[config.mk]
export PLATFORM = sky130hd
export DESIGN_NAME = spi_miso_deserializer_flat
export DESIGN_NICKNAME = d
export VERILOG_FILES = /design/src/rtl/spi_globals_pkg.sv /design/src/rtl/spi_miso_deserializer_if.sv /design/src/rtl/spi_sync_edge.sv /design/src/rtl/spi_miso_deserializer.sv /design/src/flat_wrapper.sv
export SDC_FILE = /design/constraint.sdc
export NUM_CORES = 1
export LEC_CHECK = 0
export BUFFER_PORTS_ARGS = -buffer_cell sky130_fd_sc_hd__clkbuf_2
export CAP_MARGIN = 5
export CORE_MARGIN = 5
export CORE_UTILIZATION = 35
export CTS_CLUSTER_DIAMETER = 100
export DETAILED_ROUTE_END_ITERATION = 6
export GPL_TIMING_DRIVEN = 0
export PLACE_DENSITY_LB_ADDON = 0.1
export SLEW_MARGIN = 15
export SYNTH_ARGS = -nofsm -noshare
export SYNTH_HDL_FRONTEND = slang
export SYNTH_SLANG_ARGS = --single-unit
[constraint.sdc]
create_clock -name pclk -period 3 [get_ports pclk]
set_input_delay 0.3 -clock pclk [delete_from_list [all_inputs] [get_ports pclk]]
set_output_delay 0.3 -clock pclk [all_outputs]
set_load 0.02 [all_outputs]
[src/rtl/spi_globals_pkg.sv]
// Shared SPI definitions: bus modes, receive FSM states and the idle chip-select pattern.
package spi_globals_pkg;

   localparam int unsigned CS_MAX_WIDTH = 32;
   localparam logic [CS_MAX_WIDTH-1:0] CS_IDLE = '1;

   typedef enum logic [1:0] {
      CPOL0_CPHA0 = 2'b00,
      CPOL0_CPHA1 = 2'b01,
      CPOL1_CPHA0 = 2'b10,
      CPOL1_CPHA1 = 2'b11
   } spi_mode_e;

   typedef enum logic {
      IDLE   = 1'b0,
      ACTIVE = 1'b1
   } rx_state_e;

   // Modes 0 and 3 sample on the rising sclk edge, modes 1 and 2 on the falling edge.
   function automatic logic samples_on_rise(input spi_mode_e mode);
      return (mode == CPOL0_CPHA0) || (mode == CPOL1_CPHA1);
   endfunction

endpackage

[src/rtl/spi_miso_deserializer_if.sv]
// Valid/ready stream carrying paired MISO/MOSI words and their chip-select tag.
interface spi_miso_deserializer_if #(
   parameter int unsigned DATA_WIDTH = 8,
   parameter int unsigned CS_WIDTH   = 2
);
   logic                  rx_valid;
   logic                  rx_ready;
   logic [DATA_WIDTH-1:0] rx_miso_data;
   logic [DATA_WIDTH-1:0] rx_mosi_data;
   logic [CS_WIDTH-1:0]   rx_cs;

   modport master (
      output rx_valid,
      output rx_miso_data,
      output rx_mosi_data,
      output rx_cs,
      input  rx_ready
   );

   modport slave (
      input  rx_valid,
      input  rx_miso_data,
      input  rx_mosi_data,
      input  rx_cs,
      output rx_ready
   );
endinterface

[src/rtl/spi_sync_edge.sv]
// Multi-flop synchronizer plus one history flop; reports the synchronized level and its edges.
module spi_sync_edge #(
   parameter int unsigned     WIDTH     = 1,
   parameter int unsigned     STAGES    = 2,
   parameter logic [WIDTH-1:0] RESET_VAL = '0
) (
   input  logic             pclk,
   input  logic             areset,
   input  logic [WIDTH-1:0] din,
   output logic [WIDTH-1:0] level,
   output logic [WIDTH-1:0] rise,
   output logic [WIDTH-1:0] fall
);

   logic [STAGES-1:0][WIDTH-1:0] sync_q, sync_d;
   logic [WIDTH-1:0]             hist_q, hist_d;

   always_comb begin
      sync_d = {sync_q[STAGES-2:0], din};
      hist_d = sync_q[STAGES-1];
   end

   always_ff @(posedge pclk or negedge areset) begin
      if (!areset) begin
         sync_q <= {STAGES{RESET_VAL}};
         hist_q <= RESET_VAL;
      end else begin
         sync_q <= sync_d;
         hist_q <= hist_d;
      end
   end

   assign level = sync_q[STAGES-1];
   assign rise  = level & ~hist_q;
   assign fall  = ~level & hist_q;

endmodule

[src/rtl/spi_miso_deserializer.sv]
// Passive SPI capture: oversamples the serial bus, assembles MISO/MOSI words per frame
// configuration and queues them in a 2-entry valid/ready buffer.
module spi_miso_deserializer
   import spi_globals_pkg::*;
#(
   parameter int unsigned DATA_WIDTH  = 8,
   parameter int unsigned CS_WIDTH    = 2,
   parameter int unsigned SYNC_STAGES = 2
) (
   input  logic                pclk,
   input  logic                areset,
   input  logic                cpol,
   input  logic                cpha,
   input  logic                lsb_first,
   input  logic                sclk,
   input  logic [CS_WIDTH-1:0] cs,
   input  logic                mosi0,
   input  logic                miso0,
   spi_miso_deserializer_if.master rx,
   output logic                busy,
   output logic                overrun,
   output logic                frame_abort
);

   localparam int unsigned CNT_W    = $clog2(DATA_WIDTH);
   localparam int unsigned SETTLE_W = 2;
   localparam int unsigned FIFO_W   = 2;
   localparam logic [CS_WIDTH-1:0] CS_OFF   = CS_WIDTH'(CS_IDLE);
   localparam logic [CNT_W-1:0]    LAST_BIT = CNT_W'(DATA_WIDTH - 1);
   localparam logic [SETTLE_W-1:0] SETTLED  = SETTLE_W'(SYNC_STAGES);

   logic                sclk_lvl, sclk_rise, sclk_fall;
   logic [CS_WIDTH-1:0] cs_lvl, cs_rise, cs_fall;
   logic                mosi_lvl, mosi_rise, mosi_fall;
   logic                miso_lvl, miso_rise, miso_fall;
   logic                unused_sync;

   spi_sync_edge #(.WIDTH(1), .STAGES(SYNC_STAGES), .RESET_VAL(1'b0)) u_sync_sclk (
      .pclk(pclk), .areset(areset), .din(sclk),
      .level(sclk_lvl), .rise(sclk_rise), .fall(sclk_fall));

   spi_sync_edge #(.WIDTH(CS_WIDTH), .STAGES(SYNC_STAGES), .RESET_VAL(CS_OFF)) u_sync_cs (
      .pclk(pclk), .areset(areset), .din(cs),
      .level(cs_lvl), .rise(cs_rise), .fall(cs_fall));

   spi_sync_edge #(.WIDTH(1), .STAGES(SYNC_STAGES), .RESET_VAL(1'b0)) u_sync_mosi (
      .pclk(pclk), .areset(areset), .din(mosi0),
      .level(mosi_lvl), .rise(mosi_rise), .fall(mosi_fall));

   spi_sync_edge #(.WIDTH(1), .STAGES(SYNC_STAGES), .RESET_VAL(1'b0)) u_sync_miso (
      .pclk(pclk), .areset(areset), .din(miso0),
      .level(miso_lvl), .rise(miso_rise), .fall(miso_fall));

   assign unused_sync = ^{sclk_lvl, cs_rise, cs_fall, mosi_rise, mosi_fall, miso_rise, miso_fall};

   rx_state_e             state_q, state_d;
   spi_mode_e             mode_q, mode_d;
   logic                  lsb_q, lsb_d;
   logic [CS_WIDTH-1:0]   cs_lat_q, cs_lat_d;
   logic [CNT_W-1:0]      bit_cnt_q, bit_cnt_d;
   logic [DATA_WIDTH-1:0] sh_miso_q, sh_miso_d, sh_mosi_q, sh_mosi_d;
   logic [SETTLE_W-1:0]   settle_q, settle_d;
   logic                  armed_q, armed_d;
   logic                  busy_q, busy_d;
   logic                  abort_q, abort_d;

   logic [DATA_WIDTH-1:0] nxt_miso, nxt_mosi;
   logic                  sample_edge, push;

   always_comb begin
      nxt_miso = lsb_q ? {miso_lvl, sh_miso_q[DATA_WIDTH-1:1]} : {sh_miso_q[DATA_WIDTH-2:0], miso_lvl};
      nxt_mosi = lsb_q ? {mosi_lvl, sh_mosi_q[DATA_WIDTH-1:1]} : {sh_mosi_q[DATA_WIDTH-2:0], mosi_lvl};
      sample_edge = samples_on_rise(mode_q) ? sclk_rise : sclk_fall;
   end

   // Capture FSM; armed_q holds off capture after reset until cs has been seen idle.
   always_comb begin
      state_d   = state_q;
      mode_d    = mode_q;
      lsb_d     = lsb_q;
      cs_lat_d  = cs_lat_q;
      bit_cnt_d = bit_cnt_q;
      sh_miso_d = sh_miso_q;
      sh_mosi_d = sh_mosi_q;
      abort_d   = 1'b0;
      push      = 1'b0;
      settle_d  = (settle_q == SETTLED) ? settle_q : settle_q + SETTLE_W'(1);
      armed_d   = armed_q | ((settle_q == SETTLED) && (cs_lvl == CS_OFF));

      case (state_q)
         IDLE: begin
            if (armed_q && (cs_lvl != CS_OFF)) begin
               state_d   = ACTIVE;
               mode_d    = spi_mode_e'({cpol, cpha});
               lsb_d     = lsb_first;
               cs_lat_d  = cs_lvl;
               bit_cnt_d = '0;
            end
         end
         ACTIVE: begin
            if (cs_lvl != cs_lat_q) begin
               state_d = IDLE;
               abort_d = (bit_cnt_q != '0);
            end else if (sample_edge) begin
               sh_miso_d = nxt_miso;
               sh_mosi_d = nxt_mosi;
               if (bit_cnt_q == LAST_BIT) begin
                  bit_cnt_d = '0;
                  push      = 1'b1;
               end else begin
                  bit_cnt_d = bit_cnt_q + CNT_W'(1);
               end
            end
         end
         default: state_d = IDLE;
      endcase

      busy_d = (state_d == ACTIVE);
   end

   logic [DATA_WIDTH-1:0] head_miso_q, head_miso_d, head_mosi_q, head_mosi_d;
   logic [DATA_WIDTH-1:0] tail_miso_q, tail_miso_d, tail_mosi_q, tail_mosi_d;
   logic [CS_WIDTH-1:0]   head_cs_q, head_cs_d, tail_cs_q, tail_cs_d;
   logic [FIFO_W-1:0]     fifo_cnt_q, fifo_cnt_d;
   logic                  valid_q, valid_d;
   logic                  overrun_q, overrun_d;
   logic                  pop;

   // Two-entry buffer: head feeds the outputs, tail only fills when head is occupied.
   always_comb begin
      head_miso_d = head_miso_q;
      head_mosi_d = head_mosi_q;
      head_cs_d   = head_cs_q;
      tail_miso_d = tail_miso_q;
      tail_mosi_d = tail_mosi_q;
      tail_cs_d   = tail_cs_q;
      fifo_cnt_d  = fifo_cnt_q;
      overrun_d   = 1'b0;
      pop         = valid_q & rx.rx_ready;

      case ({push, pop})
         2'b01: begin
            head_miso_d = tail_miso_q;
            head_mosi_d = tail_mosi_q;
            head_cs_d   = tail_cs_q;
            fifo_cnt_d  = fifo_cnt_q - FIFO_W'(1);
         end
         2'b10: begin
            if (fifo_cnt_q == FIFO_W'(0)) begin
               head_miso_d = nxt_miso;
               head_mosi_d = nxt_mosi;
               head_cs_d   = cs_lat_q;
               fifo_cnt_d  = FIFO_W'(1);
            end else if (fifo_cnt_q == FIFO_W'(1)) begin
               tail_miso_d = nxt_miso;
               tail_mosi_d = nxt_mosi;
               tail_cs_d   = cs_lat_q;
               fifo_cnt_d  = FIFO_W'(2);
            end else begin
               overrun_d = 1'b1;
            end
         end
         2'b11: begin
            if (fifo_cnt_q == FIFO_W'(1)) begin
               head_miso_d = nxt_miso;
               head_mosi_d = nxt_mosi;
               head_cs_d   = cs_lat_q;
            end else begin
               head_miso_d = tail_miso_q;
               head_mosi_d = tail_mosi_q;
               head_cs_d   = tail_cs_q;
               tail_miso_d = nxt_miso;
               tail_mosi_d = nxt_mosi;
               tail_cs_d   = cs_lat_q;
            end
         end
         default: ;
      endcase

      valid_d = (fifo_cnt_d != FIFO_W'(0));
   end

   always_ff @(posedge pclk or negedge areset) begin
      if (!areset) begin
         state_q     <= IDLE;
         mode_q      <= CPOL0_CPHA0;
         lsb_q       <= 1'b0;
         cs_lat_q    <= CS_OFF;
         bit_cnt_q   <= '0;
         sh_miso_q   <= '0;
         sh_mosi_q   <= '0;
         settle_q    <= '0;
         armed_q     <= 1'b0;
         busy_q      <= 1'b0;
         abort_q     <= 1'b0;
         head_miso_q <= '0;
         head_mosi_q <= '0;
         head_cs_q   <= CS_OFF;
         tail_miso_q <= '0;
         tail_mosi_q <= '0;
         tail_cs_q   <= CS_OFF;
         fifo_cnt_q  <= '0;
         valid_q     <= 1'b0;
         overrun_q   <= 1'b0;
      end else begin
         state_q     <= state_d;
         mode_q      <= mode_d;
         lsb_q       <= lsb_d;
         cs_lat_q    <= cs_lat_d;
         bit_cnt_q   <= bit_cnt_d;
         sh_miso_q   <= sh_miso_d;
         sh_mosi_q   <= sh_mosi_d;
         settle_q    <= settle_d;
         armed_q     <= armed_d;
         busy_q      <= busy_d;
         abort_q     <= abort_d;
         head_miso_q <= head_miso_d;
         head_mosi_q <= head_mosi_d;
         head_cs_q   <= head_cs_d;
         tail_miso_q <= tail_miso_d;
         tail_mosi_q <= tail_mosi_d;
         tail_cs_q   <= tail_cs_d;
         fifo_cnt_q  <= fifo_cnt_d;
         valid_q     <= valid_d;
         overrun_q   <= overrun_d;
      end
   end

   assign rx.rx_valid     = valid_q;
   assign rx.rx_miso_data = head_miso_q;
   assign rx.rx_mosi_data = head_mosi_q;
   assign rx.rx_cs        = head_cs_q;
   assign busy            = busy_q;
   assign overrun         = overrun_q;
   assign frame_abort     = abort_q;

endmodule

[src/flat_wrapper.sv]
// flat-port wrapper written by rule: the top's interface ports become plain ports
module spi_miso_deserializer_flat import spi_globals_pkg::*;
#(
   parameter int unsigned DATA_WIDTH  = 8,
   parameter int unsigned CS_WIDTH    = 2,
   parameter int unsigned SYNC_STAGES = 2
)
  (pclk, areset, cpol, cpha, lsb_first, sclk, cs, mosi0, miso0, busy, overrun, frame_abort, rx_rx_valid, rx_rx_miso_data, rx_rx_mosi_data, rx_rx_cs, rx_rx_ready);
  spi_miso_deserializer_if #(.DATA_WIDTH(DATA_WIDTH), .CS_WIDTH(CS_WIDTH)) rx_i ();
  input  logic pclk;
  input  logic areset;
  input  logic cpol;
  input  logic cpha;
  input  logic lsb_first;
  input  logic sclk;
  input  logic [CS_WIDTH-1:0] cs;
  input  logic mosi0;
  input  logic miso0;
  output logic busy;
  output logic overrun;
  output logic frame_abort;
  output wire logic [$bits(rx_i.rx_valid)-1:0] rx_rx_valid;
  output wire logic [$bits(rx_i.rx_miso_data)-1:0] rx_rx_miso_data;
  output wire logic [$bits(rx_i.rx_mosi_data)-1:0] rx_rx_mosi_data;
  output wire logic [$bits(rx_i.rx_cs)-1:0] rx_rx_cs;
  input wire logic [$bits(rx_i.rx_ready)-1:0] rx_rx_ready;
  assign rx_rx_valid = rx_i.rx_valid;
  assign rx_rx_miso_data = rx_i.rx_miso_data;
  assign rx_rx_mosi_data = rx_i.rx_mosi_data;
  assign rx_rx_cs = rx_i.rx_cs;
  assign rx_i.rx_ready = rx_rx_ready;
  spi_miso_deserializer #(.DATA_WIDTH(DATA_WIDTH), .CS_WIDTH(CS_WIDTH), .SYNC_STAGES(SYNC_STAGES)) u_core (.pclk(pclk), .areset(areset), .cpol(cpol), .cpha(cpha), .lsb_first(lsb_first), .sclk(sclk), .cs(cs), .mosi0(mosi0), .miso0(miso0), .rx(rx_i), .busy(busy), .overrun(overrun), .frame_abort(frame_abort));
endmodule
==> flow_summary.ini, run 1 <==
[synthesis]
yosys.area.top_type = dfrtp_1
ys_seq_area_share_pct = 51.4
syn_avg_cell_area_um2 = 11.4
synthFlopType = dfrtp_1
yosysWarnings = 0
synth-edff-count = 0
synthArstFlopShare_pct = 100
synth_area_leaders = dfrtp_1 45%, mux2_4 11%, dfstp_2 6.7%
synth_top_cell_area_share_pct = 44.7
synth_seq_cells = 80
syn_inst = 343
syn_area_mm2 = 0.00392
ys_types = 34
synth_nets = 365

[finish]
seq_area_mm2 = 0.00201
final_nets = 412
fillCellCount = 1074
antennaDiodeCount = 0
fin_util_pct = 42.0
layoutNonFillerInstCount = 535
area_growth_syn_to_layout_pct = 16.7
multi_input_area_mm2 = 0.00176
drive_gt1_share_pct = 31.4

[drt]
drc_errors = 0
wire_per_inst_um = 17.3
via_count = 2737
dr.pass1.iters = 6
ant_nets = 0
wl_um = 9240
vias_per_cell = 5.12
drtIter0Drc = 128

[clock_network]
clockRootBuffer = clkbuf_8
cts_max_level = 3
clkLatencyLatePin_ns = 0.36
numCtsBuffers = 9
clock_sinks = 80
clk_pin_slew_ns = 0.09
clock_path_buffers = 2
cts_tree = done
postCtsSetupBuffers = 0

[grt]
grt_overflow = 0
grt_max_degree = 46
antenna_found_initial = 0
grt_pass1_vias = 2816
grt_usage_pct = 15.1
grt_pass1_wl_um = 15300

[place]
placed_cells = 516
dp_hpwl_um = 6200
numPortBuffers = 32
place.gp.congestion = 0.736

[critical_path]
startpoint = u_core.cs_lat_q[0]
cp_slowest_cell = dfstp_2
startpoint_type = register
crit_path_cell_trace = xnor2_1 > nand3_1 > nor2_2 > buf_6 > and2_1 > ha_1 > clkbuf_4 > nor2_4 > clkbuf_4 > a221oi_2 > a21oi_1
cp_max_fo = 10
cpPeakStageDelay_ns = 0.57
r2r_start = u_core.cs_lat_q[0]
cp_data_required_time_ns = 3.23
cp-end-kind = register
worstPathArrival_ns = 3.05
path_common_cell = clkbuf_4
worstSetupPathType = register to register

[sta]
worst_slew_pin_slew_ns = 0.576
relSlewSlack_pct = 61.6
period_share_pct = 93.9
maxSlewViolCount = 0
finalHoldViolCount = 0
holdWs_ns = 0.0365
fin_skew_ns = 0.0138
max_freq_mhz = 355
setup_viol = 0
post-route-min-period_ns = 2.82

[floorplan]
dieHeight_um = 116
die_area_mm2 = 0.0134
start_util_pct = 36.0
pin_count = 33
row_count = 38
core_area_mm2 = 0.0109
die_x_um = 116

[power]
pwr_density_cell_mw_per_mm2 = 659
p_leak_uw = 0.00215
peakVddDrop_uv = 312

[hold_path]
hold_path_class = input pin to register
hold_start = mosi0

[outcome]
status = finished, final reports clean

[flow_run]
cap_violations = 0
[layer usage]
| metal | global-route usage [%] | up-vias | share of wire [%] |
|---|---|---|---|
| met5 | 0 | - | 0 |
| met2 | 23.2 | 60 | 46 |
| met4 | 3.56 | 0 | 0.88 |
| li1 | - | 1316 | - |
| met3 | 4.80 | 8 | 5.5 |
| met1 | 20.8 | 1353 | 48 |
[where the power goes]
group | total (uW) | internal, uW | switching (uW) | leakage (uW)
Sequential | 1350 | 1220 | 132 | 0.00104
Clock | 837 | 451 | 386 | 0.000109
Combinational | 826 | 431 | 395 | 0.000997
[worst paths after layout]
check                      cells after the start                      endpoint  slack, ns
max                                           11     u_core.rx.rx_mosi_data[6]       0.18
min                                            1  u_core.u_sync_mosi.sync_d[1]       0.04
max reg2reg                                   11     u_core.rx.rx_mosi_data[6]       0.18
min reg2reg                                    0      u_core.u_sync_sclk.level       0.35
max in group asynchronous                      3     u_core.rx.rx_mosi_data[0]       1.90
min in group asynchronous                      2           u_core.sh_miso_q[2]       0.50
[flip-flops by register name, indices dropped and copies added, names as in the netlist, 2 cells and up]
register and count:
u_core.u_sync_cs.level 2, u_core.tail_mosi_q 8, u_core.rx.rx_mosi_data 8, u_core.cs_lat_q 2, u_core.u_sync_cs.sync_d 2, u_core.fifo_cnt_q 2
u_core.settle_q 2, u_core.rx.rx_cs 2, u_core.tail_cs_q 2, u_core.rx.rx_miso_data 8, u_core.mode_q 2, u_core.bit_cnt_q 3
u_core.sh_miso_q 8, u_core.tail_miso_q 8, u_core.sh_mosi_q 8
[cell usage after synthesis, types with 2 or more instances]
master and count:
mux2_2 9, dfstp_2 10, o21ai_0 35, ha_1 11, nor2b_1 2, dfrtp_1 70
a21o_1 2, mux2_4 28, nor2_1 26, nand2_1 22, inv_1 11, buf_6 5
a32oi_1 2, xnor2_1 3, clkbuf_1 9, nand2b_1 3, a221oi_1 17, buf_2 7
a21oi_1 36, or2_2 2, mux2i_1 19, and2_1 2
[through the flow]
| stage | setup TNS (ns) | instance area, um2 | power, uW | worst slack (ns) |
|---|---|---|---|---|
| after floorplan | 0 | 3920 | 1990 | 0.603 |
| after global placement | -0.0782 | 4260 | 2180 | -0.0650 |
| after detailed placement | -0.114 | 4290 | 2190 | -0.0552 |
| after CTS | 0 | 4540 | 3060 | 0.0107 |
| after global routing | -0.00586 | 4570 | 3210 | -0.00586 |
| final | 0 | 4570 | 3020 | 0.183 |
[kinds of logic after synthesis]
logic type | Yosys count | synth area share [%]
fa+ha+maj | 11 | 3.51
compound gates | 99 | 15.1
buf+inv | 33 | 4.44
flops | 80 | 51.4
xor+xnor | 4 | 0.894
simple gates | 60 | 6.51
mux | 56 | 18.2
[layout make-up]
| type | instances | area share, % |
|---|---|---|
| multi-input cells | 230 | 38.6 |
| repair buffers | 36 | 4.81 |
| clock inverters | 3 | 0.875 |
| plain buffers | 22 | 3.28 |
| well taps | 140 | 3.83 |
| inverters | 11 | 0.903 |
| clock buffers | 13 | 3.69 |
| flip-flops and latches | 80 | 44.0 |
[worst max-delay path, delay by kind of cell (launching register included)]
kind | cells | cell delay, ns
AND/OR/NAND/NOR | 4 | 0.63
flip-flops | 1 | 0.57
adder cells (fa/ha/maj) | 1 | 0.20
buffers and inverters | 3 | 0.66
AO/OA/AOI/OAI | 2 | 0.45
XOR/XNOR | 1 | 0.15
[layout by cell type (no fill, tap or decap), types with 4 or more instances in the layout]
master | netlist | layout
mux2_4 | 28 | 28
o21ai_0 | 35 | 35
clkbuf_8 | 0 | 12
inv_1 | 11 | 11
dfrtp_1 | 70 | 70
buf_2 | 7 | 5
a221oi_2 | 0 | 4
dfstp_2 | 10 | 10
buf_6 | 5 | 5
ha_1 | 11 | 11
mux2i_1 | 19 | 19
nand2_1 | 22 | 22
clkbuf_2 | 0 | 35
mux2_2 | 9 | 9
a221oi_1 | 17 | 13
clkbuf_4 | 0 | 5
clkbuf_1 | 9 | 4
nor2_1 | 26 | 25
a21oi_1 | 36 | 36
[what timing repair did]
item | in CTS | in global routing
pin swaps | 0 | 1
hold endpoints to repair | 27 | 0
setup endpoints to repair | 13 | 28
resized for setup | 5 | 16
hold buffers | 3 | 0
(Power assumes the default switching activity.)
==> run 2: changes to the inputs <==
--- a/config.mk
+++ b/config.mk
@@ -7,7 +7,7 @@
 export LEC_CHECK = 0
 export BUFFER_PORTS_ARGS = -buffer_cell sky130_fd_sc_hd__clkbuf_2
 export CAP_MARGIN = 5
-export CORE_MARGIN = 5
+export CORE_MARGIN = 8
 export CORE_UTILIZATION = 35
 export CTS_CLUSTER_DIAMETER = 100
 export DETAILED_ROUTE_END_ITERATION = 6
==> flow_summary.ini, run 2 (synthesis gave the netlist of run 1 again) <==
[clock_network]
clk_pin_slew_ns = 0.08
postCtsSetupBuffers = 0
clock_path_buffers = 2
cts_max_level = 3
clkLatencyLatePin_ns = 0.37
cts_tree = done
numCtsBuffers = 9
clockRootBuffer = clkbuf_8
clock_sinks = 80

[grt]
antenna_found_initial = 0
grt_overflow = 0
grt_pass1_vias = 2858
grt_max_degree = 53
grt_pass1_wl_um = 15400
grt_usage_pct = 13.5

[sta]
finalHoldViolCount = 0
post-route-min-period_ns = 2.81
rsz0062_at_grt = yes
fin_ws_ns = 0.190
maxSlewViolCount = 0
worst_slew_pin_slew_ns = 0.591
period_share_pct = 93.7
fin_skew_ns = 0.0147
max_freq_mhz = 356
setup_viol = 0
setup_tns_ns = 0
relSlewSlack_pct = 60.6
holdWs_ns = 0.0368

[finish]
antennaDiodeCount = 0
mostFrequentLayoutCells = 70 x dfrtp_1, 37 x clkbuf_2, 36 x a21oi_1, 35 x o21ai_0, 28 x mux2_4
fillCellCount = 1058
final_nets = 412
fin_util_pct = 41.6
layout_commonest_cell = dfrtp_1
area_growth_syn_to_layout_pct = 15.6
drive_gt1_share_pct = 30.6

[drt]
dr.pass1.iters = 4
drtIter0Drc = 118
via_count = 2763
vias_per_cell = 5.16
wl_um = 9280
ant_nets = 0
drc_errors = 0
wire_per_inst_um = 17.4

[critical_path]
worstPathArrival_ns = 3.04
r2r_end = u_core.rx.rx_mosi_data[6]
cp_data_required_time_ns = 3.23
startpoint = u_core.cs_lat_q[0]
crit_end = u_core.rx.rx_mosi_data[6]
worstSetupPathType = register to register
cp_max_fo = 10
cp-end-kind = register
ff2ff_path_depth = 11
reg2reg_slack_ns = 0.19
startpoint_type = register
r2r_start = u_core.cs_lat_q[0]

[power]
pwr_density_cell_mw_per_mm2 = 641
p_leak_uw = 0.00212
peakVddDrop_uv = 297

[floorplan]
die_area_mm2 = 0.0148
pin_count = 33
row_count = 38
core_area_mm2 = 0.0109
start_util_pct = 36.0
die_x_um = 122
dieHeight_um = 122

[flow_run]
cap_violations = 0

[outcome]
status = finished, final reports clean

[place]
dp_hpwl_um = 6330
place.gp.congestion = 0.742
numPortBuffers = 32
preCtsSetupSlack_ns = -0.0547

[hold_path]
hold_path_class = input pin to register
[run 2: area by class of cell]
type,count,area (um2),area share (%)
sequential,80,2010,44.4
multi-input combinational,230,1770,38.9
timing repair buffer,36,220,4.86
tap,140,175,3.86
clock buffer,15,166,3.67
buffer,22,145,3.20
inverter,11,41.3,0.911
clock inverter,1,5.00,0.110
[run 2: power by group]
| group | internal (uW) | switching (uW) |
|---|---|---|
| Combinational | 433 | 394 |
| Sequential | 1220 | 130 |
| Clock | 347 | 381 |
| Total | 2000 | 905 |
[run 2: routing by layer]
layer	up-vias	track usage (%)	routed length, um
li1	1320	-	-
met1	1365	17.6	4540
met2	63	21.0	4220
met3	15	3.42	358
met4	0	5.55	173
met5	-	0	0
[run 2: critical path: stages (launching register included)]
cell	delay [ns]
dfstp_2	0.57
xnor2_1	0.17
nand3_2	0.16
nor2_2	0.18
buf_6	0.21
and2_1	0.19
ha_1	0.19
clkbuf_4	0.21
nor2_2	0.10
clkbuf_4	0.24
a221oi_2	0.32
a21oi_1	0.12
[run 2: worst min-delay path by stage]
stage,startpoint,depth (start not counted),to
CTS,sclk,1,u_core.u_sync_sclk.sync_d[1]
global route,sclk,1,u_core.u_sync_sclk.sync_d[1]
finish,sclk,1,u_core.u_sync_sclk.sync_d[1]
floorplan,areset,0,u_core.armed_q
detailed placement,areset,1,u_core.sh_miso_q[3]
global placement,u_core.u_sync_sclk.sync_d[1],0,u_core.u_sync_sclk.level
[run 2: repair_timing]
action	CTS	global route
resized for setup	5	13
pin swaps	0	0
endpoints found under the hold margin	25	0
hold buffers	3	0
endpoints found under the setup margin	13	28
[run 2: metrics by stage]
stage                     instances  power [uW]  instance area, um2
final                           535        2910                4530
after global routing            535        3080                4530
after CTS                       535        2950                4500
after detailed placement        516        2190                4290
after global placement          515        2180                4260
after floorplan                 343        1990                3920
